<file path="config.mk">
export PLATFORM = sky130hd
export DESIGN_NAME = wb_stage_pipe_flat
export DESIGN_NICKNAME = d
export VERILOG_FILES = /design/src/rtl/wb_pkg.sv /design/src/rtl/wb_stage_pipe_if.sv /design/src/rtl/wb_result_mux.sv /design/src/rtl/wb_stage_pipe.sv /design/src/flat_wrapper.sv
export SDC_FILE = /design/constraint.sdc
export NUM_CORES = 1
export LEC_CHECK = 0
export BUFFER_PORTS_ARGS = -buffer_cell sky130_fd_sc_hd__buf_2
export CORE_ASPECT_RATIO = 1.5
export CORE_MARGIN = 3
export CORE_UTILIZATION = 54
export DETAILED_ROUTE_END_ITERATION = 16
export PLACE_DENSITY = 0.85
export SLEW_MARGIN = 20
export SYNTH_ARGS = -nofsm -noshare
export SYNTH_HDL_FRONTEND = slang
export SYNTH_SLANG_ARGS = --single-unit
</file>
<file path="constraint.sdc">
create_clock -name clk -period 3.96 [get_ports clk]
set_input_delay 0.792 -clock clk [delete_from_list [all_inputs] [get_ports clk]]
set_output_delay 0.792 -clock clk [all_outputs]
set_load 0.02 [all_outputs]
</file>
<file path="src/rtl/wb_pkg.sv">
// Shared definitions for the write-back stage: source encodings, FSM states
// and the captured-instruction entry used by wb_stage_pipe and the EX forwarding mux.
package wb_pkg;

  localparam int WB_DATA_W = 16;
  localparam int WB_REG_AW = 3;

  typedef enum logic [1:0] {
    SRC_ALU  = 2'd0,
    SRC_MEM  = 2'd1,
    SRC_SET  = 2'd2,
    SRC_LINK = 2'd3
  } src_sel_e;

  typedef enum logic [1:0] {
    ST_IDLE     = 2'd0,
    ST_WAIT_MEM = 2'd1,
    ST_WRITE    = 2'd2,
    ST_HALTED   = 2'd3
  } wb_state_e;

  // The entry is sized for the 16-bit core's datapath and register file.
  typedef struct packed {
    src_sel_e               src_sel;
    logic [WB_DATA_W-1:0]   data;
    logic [WB_REG_AW-1:0]   wr_reg;
    logic                   reg_write;
    logic                   halt;
  } wb_entry_t;

endpackage

</file>
<file path="src/rtl/wb_stage_pipe_if.sv">
// MEM -> WB handshake. Valid/ready: a transfer happens on a rising clk edge where
// in_valid && in_ready; while in_valid && !in_ready the master holds every in_* field stable.
interface wb_stage_pipe_if #(
  parameter int DATA_W = 16,
  parameter int REG_AW = 3
);
  logic              in_valid;
  logic              in_ready;
  logic [1:0]        in_src_sel;
  logic [DATA_W-1:0] in_alu_result;
  logic              in_set_bit;
  logic [DATA_W-1:0] in_link_pc;
  logic [REG_AW-1:0] in_wr_reg;
  logic              in_reg_write;
  logic              in_halt;

  modport master (
    output in_valid, in_src_sel, in_alu_result, in_set_bit, in_link_pc,
           in_wr_reg, in_reg_write, in_halt,
    input  in_ready
  );

  modport slave (
    input  in_valid, in_src_sel, in_alu_result, in_set_bit, in_link_pc,
           in_wr_reg, in_reg_write, in_halt,
    output in_ready
  );
endinterface

</file>
<file path="src/rtl/wb_result_mux.sv">
// Combinational 4:1 result select with SET zero-extension; also reused by
// the EX-side forwarding path.
module wb_result_mux
  import wb_pkg::*;
#(
  parameter int DATA_W = 16
) (
  input  src_sel_e          src_sel,
  input  logic [DATA_W-1:0] alu_result,
  input  logic [DATA_W-1:0] mem_data,
  input  logic              set_bit,
  input  logic [DATA_W-1:0] link_pc,
  output logic [DATA_W-1:0] result
);

  always_comb begin
    result = alu_result;
    unique case (src_sel)
      SRC_ALU:  result = alu_result;
      SRC_MEM:  result = mem_data;
      SRC_SET:  result = {{(DATA_W-1){1'b0}}, set_bit};
      SRC_LINK: result = link_pc;
      default:  result = alu_result;
    endcase
  end

endmodule

</file>
<file path="src/rtl/wb_stage_pipe.sv">
// Write-back stage: one-entry register fed by MEM, waits on data memory for loads,
// drives the register-file write port / forwarding bus and a saturating retire count.
module wb_stage_pipe
  import wb_pkg::*;
#(
  parameter int DATA_W = WB_DATA_W,
  parameter int REG_AW = WB_REG_AW,
  parameter int CNT_W  = 32
) (
  input  logic              clk,
  input  logic              rst,
  wb_stage_pipe_if.slave    up,
  input  logic              mem_done,
  input  logic [DATA_W-1:0] mem_data,
  output logic              rf_wr_en,
  output logic [REG_AW-1:0] rf_wr_addr,
  output logic [DATA_W-1:0] rf_wr_data,
  output logic              ld_pend,
  output logic [REG_AW-1:0] ld_pend_reg,
  output logic              halted,
  output logic [CNT_W-1:0]  retired,
  output wb_state_e         dbg_state
);

  localparam logic [CNT_W-1:0] CNT_MAX = '1;

  wb_state_e         state_q, state_nxt;
  wb_entry_t         entry_q;
  logic [CNT_W-1:0]  retired_q;
  logic [REG_AW-1:0] last_addr_q;
  logic [DATA_W-1:0] last_data_q;
  logic              accept;
  logic              mem_fill;
  src_sel_e          in_src;
  src_sel_e          mux_sel;
  logic [DATA_W-1:0] mux_out;

  assign in_src      = src_sel_e'(up.in_src_sel);
  assign up.in_ready = (state_q == ST_IDLE) || (state_q == ST_WRITE);
  assign accept      = up.in_valid && up.in_ready;
  assign mem_fill    = (state_q == ST_WAIT_MEM) && mem_done;

  // While waiting, the mux follows the held entry so a load fill takes the MEM leg.
  assign mux_sel = (state_q == ST_WAIT_MEM) ? entry_q.src_sel : in_src;

  wb_result_mux #(.DATA_W(DATA_W)) u_mux (
    .src_sel    (mux_sel),
    .alu_result (up.in_alu_result),
    .mem_data   (mem_data),
    .set_bit    (up.in_set_bit),
    .link_pc    (up.in_link_pc),
    .result     (mux_out)
  );

  always_comb begin
    state_nxt = state_q;
    unique case (state_q)
      ST_IDLE: begin
        if (accept) state_nxt = (in_src == SRC_MEM) ? ST_WAIT_MEM : ST_WRITE;
      end
      ST_WAIT_MEM: begin
        if (mem_done) state_nxt = ST_WRITE;
      end
      ST_WRITE: begin
        if (entry_q.halt)  state_nxt = ST_HALTED;
        else if (accept)   state_nxt = (in_src == SRC_MEM) ? ST_WAIT_MEM : ST_WRITE;
        else               state_nxt = ST_IDLE;
      end
      ST_HALTED: state_nxt = ST_HALTED;
      default:   state_nxt = ST_IDLE;
    endcase
  end

  always_ff @(posedge clk) begin
    if (rst) begin
      state_q     <= ST_IDLE;
      entry_q     <= '0;
      retired_q   <= '0;
      last_addr_q <= '0;
      last_data_q <= '0;
    end else begin
      state_q <= state_nxt;
      if (accept) begin
        entry_q.src_sel   <= in_src;
        entry_q.data      <= mux_out;
        entry_q.wr_reg    <= up.in_wr_reg;
        entry_q.reg_write <= up.in_reg_write;
        entry_q.halt      <= up.in_halt;
      end else if (mem_fill) begin
        entry_q.data <= mux_out;
      end
      if (state_q == ST_WRITE && retired_q != CNT_MAX) retired_q <= retired_q + 1'b1;
      if (rf_wr_en) begin
        last_addr_q <= entry_q.wr_reg;
        last_data_q <= entry_q.data;
      end
    end
  end

  // Write port shows the live entry only while writing, otherwise the last written value.
  assign rf_wr_en    = (state_q == ST_WRITE) && entry_q.reg_write;
  assign rf_wr_addr  = rf_wr_en ? entry_q.wr_reg : last_addr_q;
  assign rf_wr_data  = rf_wr_en ? entry_q.data   : last_data_q;
  assign ld_pend     = (state_q == ST_WAIT_MEM) && entry_q.reg_write;
  assign ld_pend_reg = entry_q.wr_reg;
  assign halted      = (state_q == ST_HALTED);
  assign retired     = retired_q;
  assign dbg_state   = state_q;

endmodule

</file>
<file path="src/flat_wrapper.sv">
// flat-port wrapper written by rule: the top's interface ports become plain ports
module wb_stage_pipe_flat import wb_pkg::*;
#(
  parameter int DATA_W = WB_DATA_W,
  parameter int REG_AW = WB_REG_AW,
  parameter int CNT_W  = 32
)
  (clk, rst, mem_done, mem_data, rf_wr_en, rf_wr_addr, rf_wr_data, ld_pend, ld_pend_reg, halted, retired, dbg_state, up_in_valid, up_in_src_sel, up_in_alu_result, up_in_set_bit, up_in_link_pc, up_in_wr_reg, up_in_reg_write, up_in_halt, up_in_ready);
  wb_stage_pipe_if #(.DATA_W(DATA_W), .REG_AW(REG_AW)) up_i ();
  input  logic clk;
  input  logic rst;
  input  logic mem_done;
  input  logic [DATA_W-1:0] mem_data;
  output logic rf_wr_en;
  output logic [REG_AW-1:0] rf_wr_addr;
  output logic [DATA_W-1:0] rf_wr_data;
  output logic ld_pend;
  output logic [REG_AW-1:0] ld_pend_reg;
  output logic halted;
  output logic [CNT_W-1:0] retired;
  output wb_state_e dbg_state;
  input wire logic [$bits(up_i.in_valid)-1:0] up_in_valid;
  input wire logic [$bits(up_i.in_src_sel)-1:0] up_in_src_sel;
  input wire logic [$bits(up_i.in_alu_result)-1:0] up_in_alu_result;
  input wire logic [$bits(up_i.in_set_bit)-1:0] up_in_set_bit;
  input wire logic [$bits(up_i.in_link_pc)-1:0] up_in_link_pc;
  input wire logic [$bits(up_i.in_wr_reg)-1:0] up_in_wr_reg;
  input wire logic [$bits(up_i.in_reg_write)-1:0] up_in_reg_write;
  input wire logic [$bits(up_i.in_halt)-1:0] up_in_halt;
  output wire logic [$bits(up_i.in_ready)-1:0] up_in_ready;
  assign up_i.in_valid = up_in_valid;
  assign up_i.in_src_sel = up_in_src_sel;
  assign up_i.in_alu_result = up_in_alu_result;
  assign up_i.in_set_bit = up_in_set_bit;
  assign up_i.in_link_pc = up_in_link_pc;
  assign up_i.in_wr_reg = up_in_wr_reg;
  assign up_i.in_reg_write = up_in_reg_write;
  assign up_i.in_halt = up_in_halt;
  assign up_in_ready = up_i.in_ready;
  wb_stage_pipe #(.DATA_W(DATA_W), .REG_AW(REG_AW), .CNT_W(CNT_W)) u_core (.clk(clk), .rst(rst), .up(up_i), .mem_done(mem_done), .mem_data(mem_data), .rf_wr_en(rf_wr_en), .rf_wr_addr(rf_wr_addr), .rf_wr_data(rf_wr_data), .ld_pend(ld_pend), .ld_pend_reg(ld_pend_reg), .halted(halted), .retired(retired), .dbg_state(dbg_state));
endmodule
</file>
==> results of run 1 <==
-- layout make-up --
type | count | area, um^2
sequential | 76 | 1520
multi-input combinational | 301 | 1950
clock inverter | 5 | 100
fill | 485 | 1860
clock buffer | 11 | 131
timing repair buffer | 123 | 626
tap | 74 | 92.6
inverter | 7 | 26.3
-- power breakdown --
group	total [mW]	internal [mW]	switching [mW]
clock network	0.694	0.417	0.277
registers	0.805	0.788	0.0173
logic	0.180	0.0786	0.101
-- placed cells by master, fill, tap and decap left out, types with 6 or more instances in the layout --
cell,n
a21oi_1,33
a221oi_1,15
buf_2,119
clkbuf_8,9
dfxtp_1,76
inv_1,7
mux2_2,35
nand2_1,36
nand3_1,14
nand4_1,8
nor2_1,32
nor2b_1,22
nor3_1,19
nor4_1,6
o21ai_0,12
or3_1,13
or4_1,7
xnor2_1,11
-- cell families after synthesis --
group	share of synthesized area [%]
AND/OR/NAND/NOR	25.8
AO/OA/AOI/OAI	13.4
flip-flops	42.3
multiplexers	12.0
buffers and inverters	3.51
XOR/XNOR	2.68
adder cells (fa/ha/maj)	0.348
-- cell usage after synthesis (all sizes together) --
cell    count  area [um^2]
a221oi     15          131
and4        5         43.8
a21o        1         7.51
or4         7         52.6
a31o        1         8.76
a21oi      33          165
nor2b      23          146
or3        13         81.3
nand3      15         80.1
xnor2      11         96.3
o21bai      1         7.51
nor4        7         50.1
o31a        1         8.76
mux4        1         22.5
buf        10         55.1
clkbuf     12         45.0
mux2       35          394
nor3       19         95.1
and4b       1         10.0
and3        3         18.8
mux2i       1         13.8
and2        5         31.3
inv         7         26.3
ha          1         12.5
a211oi      5         37.5
nand2b      1         6.26
o31ai       6         50.1
o21ai      12         60.1
or2         1         6.26
nand4       8         50.1
nor2       32          120
dfxtp      76         1520
a31oi       1         6.26
nand2      36          135
-- how the worst min path moves through the flow --
stage                         end  slack, ns  cells past startpoint
3_3_place_gp   u_core.entry_q[21]       0.44                      2
5_1_grt        u_core.entry_q[21]       0.49                      2
6_report        u_core.entry_q[5]       0.46                      2
2_1_floorplan   u_core.entry_q[5]       0.43                      2
4_1_cts         u_core.entry_q[5]       0.46                      2
3_5_place_dp    u_core.entry_q[5]       0.45                      2
-- worst reg2reg max path: stages (launching register included) --
cell and delay (ns):
dfxtp_1 0.49, nor2b_2 0.35, mux2i_2 0.24, buf_4 0.27, nor2b_1 0.81, a221oi_1 0.24, nor3_1 0.23
-- metal layers --
| metal | vias up | share of wire, % | GRT usage [%] |
|---|---|---|---|
| met5 | - | 0 | 0 |
| met4 | 0 | 1.6 | 8.71 |
| met3 | 15 | 7.3 | 5.20 |
| met2 | 154 | 52 | 43.2 |
| met1 | 1619 | 39 | 25.8 |
| li1 | 1700 | - | - |
-- per-stage QoR --
| stage | total power [mW] | hold WS [ns] | setup WS, ns | instance area (um^2) |
|---|---|---|---|---|
| after global routing | 1.75 | 0.492 | 0.622 | 4450 |
| after detailed placement | 1.00 | 0.453 | 1.15 | 4220 |
| final | 1.68 | 0.461 | 0.791 | 4450 |
| after floorplan | 0.938 | 0.429 | 1.59 | 3600 |
| after global placement | 0.995 | 0.443 | 1.24 | 4220 |
| after CTS | 1.69 | 0.462 | 0.773 | 4450 |
==> impl_metrics.toml, run 1 <==
[synth]
yosysUniqueCellTypes = 40
synth_seq_area_share_pct = 42.3
ys_ff_latch = 76
yosys_warnings = 0
synth_area_per_cell_um2 = 8.86
synthCells = 406
syn_area_um2 = 3600
synth_nets = 467

[setup_path]
cp-endpoint = "rf_wr_data[8]"
worstSetupStartpointType = "flop"
reg2reg_slack_ns = 1.24
endpoint_kind = "output pin"
reg2reg_depth = 6
crit_required_ns = 3.17
cp_max_fo = 20
cp_cell_sequence = "nor2b_1 -> nand2_1 -> mux2_2 -> buf_2"
cp.depth = 4
worstReg2RegEnd = "u_core.entry_q[18]"
cpLargestDelayFamily = "simple AND/OR/NAND/NOR gates"
crit_buf_inv = 1
max_stage_delay_ns = 0.57
crit_start = "u_core.dbg_state[1]"
path_class = "reg -> out"
cpMaxStageDelayCell = "nand2_1"
timing.rr.start = "u_core.dbg_state[0]"
crit_arrival_ns = 2.38

[placed_design]
place_inst = 581
io_buffer_count = 119
dp_hpwl_mm = 6.54
gp_congestion = 0.805

[routing]
routed_via_density = 5.84
dr.first_iter.drc_count = 303
drc = 0
antenna_left = 0
routed_wl_mm = 9.05
wl_per_cell_um = 15.2
dr_total_vias = 3488
drt_first_pass_iters = 4

[floorplanning]
die_h_um = 106
rows = 35
coreArea_um2 = 6310
dieWidth_um = 72.6
io_pins = 120
dieArea_um2 = 7700
initial_core_util_pct = 57.0

[clock_network]
cts_hold_buf = 0
clockRootBuffer = "clkbuf_8"
cts_resized = 0
cts_buffers = 9
cts_tree = "yes"
clk_path_buf_depth = 2
cts_max_level = 3
clock_latency_ns = 0.34
path_clk_slew_ns = 0.08
cts_setup_buffers = 0
cts_sinks = 76

[power]
vdd_drop_max_mv = 0.263
power.density_nw_per_um2 = 378
power_leakage_nw = 1.88

[cells_and_area]
largest_reg_flops = 32
final_util_pct = 70.5
antenna-diode-count = 0
layout-drive-gt1-share_pct = 34.4
fin_cells = 597
synthToLayoutAreaGrowth_pct = 23.6
nets = 579

[global_route]
grt_pass1_wl_mm = 14.8
antenna_found_initial = 0
grt_pass1_vias = 3350
globalRouteOverflowTotal = 0
grt_start_max_net_pins = 53
grt_use_total_pct = 23.6

[timing]
slew_viol_final = 0
worst_slew_pin_slew_ns = 0.971
slew_headroom_pct = 35.2
finalSetupViolCount = 0
period_minus_slack_ns = 3.17
finalSetupTns_ns = 0
finalClockSkew_ns = 0.00703
hold_violations = 0
post-route-period-util_pct = 80.0
clock.fmax_ghz = 0.316
rsz0062_at_grt = "false"

[job]
max-cap-violations = 0

[worst_hold_path]
hold_path.class = "reg -> reg"
holdCritStartpoint = "u_core.entry_q[5]"

[status]
status = "completed"
Power figures use the tool's default switching activity.
==> run 2, diff against run 1 <==
--- a/config.mk
+++ b/config.mk
@@ -5,12 +5,13 @@
 export SDC_FILE = /design/constraint.sdc
 export NUM_CORES = 1
 export LEC_CHECK = 0
+export ABC_AREA = 1
 export BUFFER_PORTS_ARGS = -buffer_cell sky130_fd_sc_hd__buf_2
 export CORE_ASPECT_RATIO = 1.5
 export CORE_MARGIN = 3
-export CORE_UTILIZATION = 54
+export CORE_UTILIZATION = 53
 export DETAILED_ROUTE_END_ITERATION = 16
-export PLACE_DENSITY = 0.85
+export PLACE_DENSITY = 0.81
 export SLEW_MARGIN = 20
 export SYNTH_ARGS = -nofsm -noshare
 export SYNTH_HDL_FRONTEND = slang
==> constraint.sdc (replaced) <==
create_clock -name clk -period 3.16 [get_ports clk]
set_input_delay 0.632 -clock clk [delete_from_list [all_inputs] [get_ports clk]]
set_output_delay 0.632 -clock clk [all_outputs]
set_load 0.02 [all_outputs]
==> run 2 against run 1 <==
Power increased by 50%. Largest power group unchanged. Wire length increased by 22%. Cell area increased by 18%. Hold slack improved by 0.013 ns. Via count increased by 31%. Flip-flop and latch count unchanged. Core utilization decreased by 5.3 points. Synthesized area increased by 22%. Sequential power increased by 29%. Global-route usage increased by 0.95 points.
==> impl_metrics.toml, run 2 <==
[status]
status = "completed"

[synth]
synth_top_area_cell = "dfxtp_1"
synthCells = 686
synth_top_area_share_pct = 34.7
synthFlopType = "dfxtp_1"
yosysMostFrequentCell = "nand2_1"
async_flop_share_pct = 0
yosys_warnings = 0
synth_seq_area_share_pct = 34.7
yosysUniqueCellTypes = 34
ys_top_cells_by_area = "dfxtp_1, nand2_1, nor2_1"
synth_nets = 747
synth_area_per_cell_um2 = 6.40
syn_area_um2 = 4390
ys_ff_latch = 76
synth-edff-count = 0
synth_common_cells = "nand2_1, nor2_1, dfxtp_1, inv_1, a21oi_1"

[cells_and_area]
multi_input_area_um2 = 2390
ff_latch_area_um2 = 1520
n_fill_cell = 724
largest_reg_flops = 32
final_common_cell = "nand2_1"
nets = 852
mostFrequentLayoutCells = "nand2_1, buf_2, nor2_1"
synthToLayoutAreaGrowth_pct = 19.7
layout-drive-gt1-share_pct = 23.4
antenna-diode-count = 0
finalInstanceArea_um2 = 5250

[setup_path]
timing.rr.start = "u_core.dbg_state[0]"
crit_required_ns = 2.53
crit_arrival_ns = 2.33
max_stage_delay_ns = 0.52
worstReg2RegEnd = "u_core.entry_q[12]"
path_class = "reg -> out"
cp_max_fo = 47
cp_cell_sequence = "inv_2 -> nor2_4 -> nand2_1 -> inv_2 -> or2_2 -> inv_1 -> a21oi_1 -> buf_2"
endpoint_kind = "output pin"
cpMaxStageDelayCell = "inv_2"
crit_path_frequent_cell = "inv_2"
reg2reg_depth = 5
reg2reg_slack_ns = 0.94
worstSetupStartpointType = "flop"

[routing]
routed_via_density = 5.05
drc = 0
drt_first_pass_iters = 4
dr.first_iter.drc_count = 196
wl_per_cell_um = 12.2
dr_total_vias = 4554
antenna_left = 0
routed_wl_mm = 11.0

[clock_network]
cts_sinks = 76
cts_buffers = 9
clk_path_buf_depth = 2
path_clk_slew_ns = 0.06
cts_tree = "yes"
clockRootBuffer = "clkbuf_16"
cts_setup_buffers = 0
cts_resized = 0
cts_hold_buf = 0
cts_max_level = 3
clock_latency_ns = 0.33

[power]
power_leakage_nw = 2.41
swShare_pct = 28.4
vdd_drop_max_mv = 0.328
p_sw_mw = 0.713
power.density_nw_per_um2 = 478
internal_power_mw = 1.80
pwr-share-clk_pct = 40.6
seqPwrFrac_pct = 41.6
power_frac_comb_pct = 17.8

[placed_design]
placed_area_um2 = 4960
gp_congestion = 1.04
io_buffer_count = 119
dp_hpwl_mm = 8.26

[global_route]
globalRouteOverflowTotal = 0
grt_pass1_vias = 4318
antenna_found_initial = 0
grt_start_max_net_pins = 48
grt_pass1_wl_mm = 18.7
grt_use_total_pct = 24.6

[floorplanning]
dieWidth_um = 80.3
coreArea_um2 = 8060
die_h_um = 117
initial_core_util_pct = 54.5
rows = 40
io_pins = 120
dieArea_um2 = 9430

[timing]
rsz0062_at_grt = "false"
period_minus_slack_ns = 2.96
finalSetupTns_ns = 0
slew_headroom_pct = 42.2
slew_viol_final = 0
clock.fmax_ghz = 0.338
worst_slew_pin_slew_ns = 0.865
finalSetupViolCount = 0
finalClockSkew_ns = 0.00719
post-route-period-util_pct = 93.7
hold_violations = 0

[job]
max-cap-violations = 0

[worst_hold_path]
holdCritStartpoint = "u_core.entry_q[7]"
hold_depth = 2
hold_path_end = "u_core.last_data_q[2]"
hold_path.class = "reg -> reg"
## run 2: how the worst max path moves through the flow
stage,startpoint,endpoint,slack (ns),depth (start not counted)
after floorplan,u_core.dbg_state[1],rf_wr_data[6],0.88,8
after global placement,u_core.dbg_state[1],rf_wr_data[8],0.67,8
after detailed placement,u_core.dbg_state[1],rf_wr_data[10],0.55,8
after CTS,u_core.dbg_state[1],rf_wr_data[7],0.18,8
after global routing,u_core.dbg_state[1],rf_wr_data[7],0.003,8
final,u_core.dbg_state[1],rf_wr_data[10],0.20,8
## run 2: power groups by stage
stage / Combinational [mW] / Clock, mW / Sequential [mW]
after global placement: 0.440 / 0 / 1.06
final: 0.448 / 1.02 / 1.04
after floorplan: 0.343 / 0 / 1.07
after detailed placement: 0.449 / 0 / 1.06
after CTS: 0.452 / 1.04 / 1.05
after global routing: 0.506 / 1.07 / 1.05
## run 2: layer usage
layer | up-vias | part of all wire (%) | routed length (um) | global-route usage [%]
met4 | 0 | 4.7 | 514 | 15.2
met3 | 37 | 5.2 | 577 | 2.38
met1 | 2002 | 40 | 4350 | 27.8
met2 | 159 | 51 | 5560 | 42.9
li1 | 2356 | - | - | -
met5 | - | 0 | 0 | 0
## run 2: area by class of cell
class,count,area share [%]
Sequential cell,76,29.0
Clock buffer,12,4.69
Inverter,77,5.55
Multi-Input combinational cell,505,45.6
Tap cell,105,2.50
Clock inverter,4,0.929
Timing Repair Buffer,122,11.8
## run 2: through the flow
stage	cells	hold WS, ns	setup WS [ns]	utilization [%]	total power, mW
6_report	901	0.474	0.199	65.2	2.51
5_1_grt	901	0.498	0.00292	65.2	2.63
4_1_cts	901	0.475	0.178	65.2	2.53
3_5_place_dp	885	0.464	0.545	61.5	1.51
3_3_place_gp	885	0.462	0.667	61.5	1.50
2_1_floorplan	686	0.445	0.880	-	1.41
## run 2: worst max-delay path: cells and delay by family (launching register included)
kind,cells,cell delay [ns]
buf+inv,4,0.86
flops,1,0.44
simple gates,3,0.56
compound gates,1,0.12
## run 2: cell families (layout without fill, tap and decap cells)
family | count (synthesis) | in the layout | synth area share (%)
DFF | 76 | 76 | 34.7
and+or+nand+nor | 380 | 380 | 36.8
buffers and inverters | 105 | 215 | 10.8
adders and majority gates | 1 | 1 | 0.285
AOI/OAI and AO/OA | 112 | 112 | 15.1
xor gates and xnor gates | 12 | 12 | 2.40
==> run 3, diff against run 2 <==
==> constraint.sdc (replaced) <==
create_clock -name clk -period 3.16 [get_ports clk]
set_input_delay 0.632 -clock clk [delete_from_list [all_inputs] [get_ports clk]]
set_output_delay 0.632 -clock clk [all_outputs]
set_load 0.005 [all_outputs]
==> run 3 against run 2 <==
Register-to-register slack got worse by 0.05 ns. Clock skew barely moved. Combinational power fell by 9.2%. Critical path depth did not move. Cell area rose by 0.31%.
==> impl_metrics.toml, run 3 (synthesis gave the netlist of run 2 again) <==
[timing]
clock.fmax_ghz = 0.338
rsz0062_at_grt = "false"
hold_violations = 0
slew_headroom_pct = 40.2
post-route-period-util_pct = 93.7
worst_slew_pin_slew_ns = 0.895
slew_viol_final = 0
period_minus_slack_ns = 2.96
finalSetupTns_ns = 0
finalSetupViolCount = 0
finalClockSkew_ns = 0.00721

[setup_path]
cpLargestDelayFamily = "buffers and inverters"
crit_path_frequent_cell = "inv_2"
max_stage_delay_ns = 0.53
cpMaxStageDelayCell = "inv_2"
worstSetupStartpointType = "flop"
cp_cell_sequence = "inv_2 -> nor2_4 -> nand2_1 -> inv_2 -> or2_2 -> inv_1 -> a21oi_1 -> buf_2"
path_class = "reg -> out"
crit_arrival_ns = 2.33
crit_buf_inv = 4
cp_max_fo = 49
endpoint_kind = "output pin"
crit_required_ns = 2.53

[global_route]
globalRouteOverflowTotal = 0
grt_use_total_pct = 24.9
grt_pass1_wl_mm = 19.1
grt_pass1_vias = 4315
antenna_found_initial = 0
grt_start_max_net_pins = 50

[clock_network]
clock_latency_ns = 0.34
cts_sinks = 76
cts_max_level = 3
clockRootBuffer = "clkbuf_16"
path_clk_slew_ns = 0.06
cts_setup_buffers = 0
cts_buffers = 9
cts_hold_buf = 0
cts_tree = "yes"
cts_resized = 0
clk_path_buf_depth = 2

[placed_design]
io_buffer_count = 119
gp_congestion = 1.04
dp_hpwl_mm = 8.25
placed_area_um2 = 4960
place_inst = 886

[floorplanning]
io_pins = 120
dieWidth_um = 80.3
die_h_um = 117
initial_core_util_pct = 54.5
dieArea_um2 = 9430
rows = 40
coreArea_um2 = 8060

[cells_and_area]
nets = 853
final_common_cell = "nand2_1"
ff_latch_area_um2 = 1520
synthToLayoutAreaGrowth_pct = 20.0
largest_reg_flops = 32
layout-drive-gt1-share_pct = 23.6
finalInstanceArea_um2 = 5270
mostFrequentLayoutCells = "nand2_1, buf_2, nor2_1"
n_fill_cell = 735
multi_input_area_um2 = 2390
fin_cells = 902
final_util_pct = 65.4
antenna-diode-count = 0

[routing]
drc = 0
routed_via_density = 5.02
wl_per_cell_um = 12.4
routed_wl_mm = 11.2
dr_total_vias = 4530
dr.first_iter.drc_count = 225
antenna_left = 0
drt_first_pass_iters = 4

[worst_hold_path]
hold_path.class = "reg -> reg"

[power]
vdd_drop_max_mv = 0.352
power_leakage_nw = 2.42
finalPower_mw = 2.51
power.density_nw_per_um2 = 476

[job]
max-cap-violations = 0

[status]
status = "completed"
[run 3: power breakdown]
| part | internal [mW] | leakage, nW | total [mW] | switching [mW] |
|---|---|---|---|---|
| combinational | 0.154 | 1.65 | 0.407 | 0.253 |
| clock | 0.652 | 0.149 | 1.05 | 0.401 |
| sequential | 1.01 | 0.619 | 1.05 | 0.0329 |
[run 3: metal layers]
| layer | track usage (%) | share of wire (%) | up-vias |
|---|---|---|---|
| met5 | 0 | 0 | - |
| met4 | 14.0 | 4.0 | 0 |
| met3 | 4.69 | 6.2 | 31 |
| met2 | 42.2 | 50 | 157 |
| met1 | 28.6 | 40 | 1986 |
| li1 | - | - | 2356 |
[run 3: worst reg2reg max path, delay by kind of cell (launching register included)]
| kind | cells | cell delay [ns] |
|---|---|---|
| AND/OR/NAND/NOR | 3 | 1.05 |
| buffers and inverters | 1 | 0.13 |
| flip-flops | 1 | 0.50 |
| AO/OA/AOI/OAI | 1 | 0.47 |
[run 3: worst paths after layout]
| kind | from | end | slack (ns) | cells past startpoint |
|---|---|---|---|---|
| min | u_core.entry_q[7] | u_core.last_data_q[2] | 0.47 | 2 |
| max reg2reg | u_core.dbg_state[0] | u_core.entry_q[8] | 0.89 | 5 |
| min reg2reg | u_core.entry_q[7] | u_core.last_data_q[2] | 0.47 | 2 |
| max | u_core.dbg_state[1] | rf_wr_data[6] | 0.20 | 8 |
[run 3: final cells by class]
| class | instances | share of cell area [%] |
|---|---|---|
| clock inverters | 4 | 0.903 |
| well taps | 105 | 2.49 |
| multi-input cells | 505 | 45.4 |
| clock buffers | 12 | 4.87 |
| repair buffers | 123 | 11.9 |
| flip-flops and latches | 76 | 28.9 |
| inverters | 77 | 5.53 |
[run 3: stage by stage]
step	hold WS (ns)	setup WS, ns
finish	0.474	0.200
floorplan	0.445	1.19
global route	0.497	0.00864
CTS	0.479	0.198
global placement	0.462	0.696
detailed placement	0.465	0.560
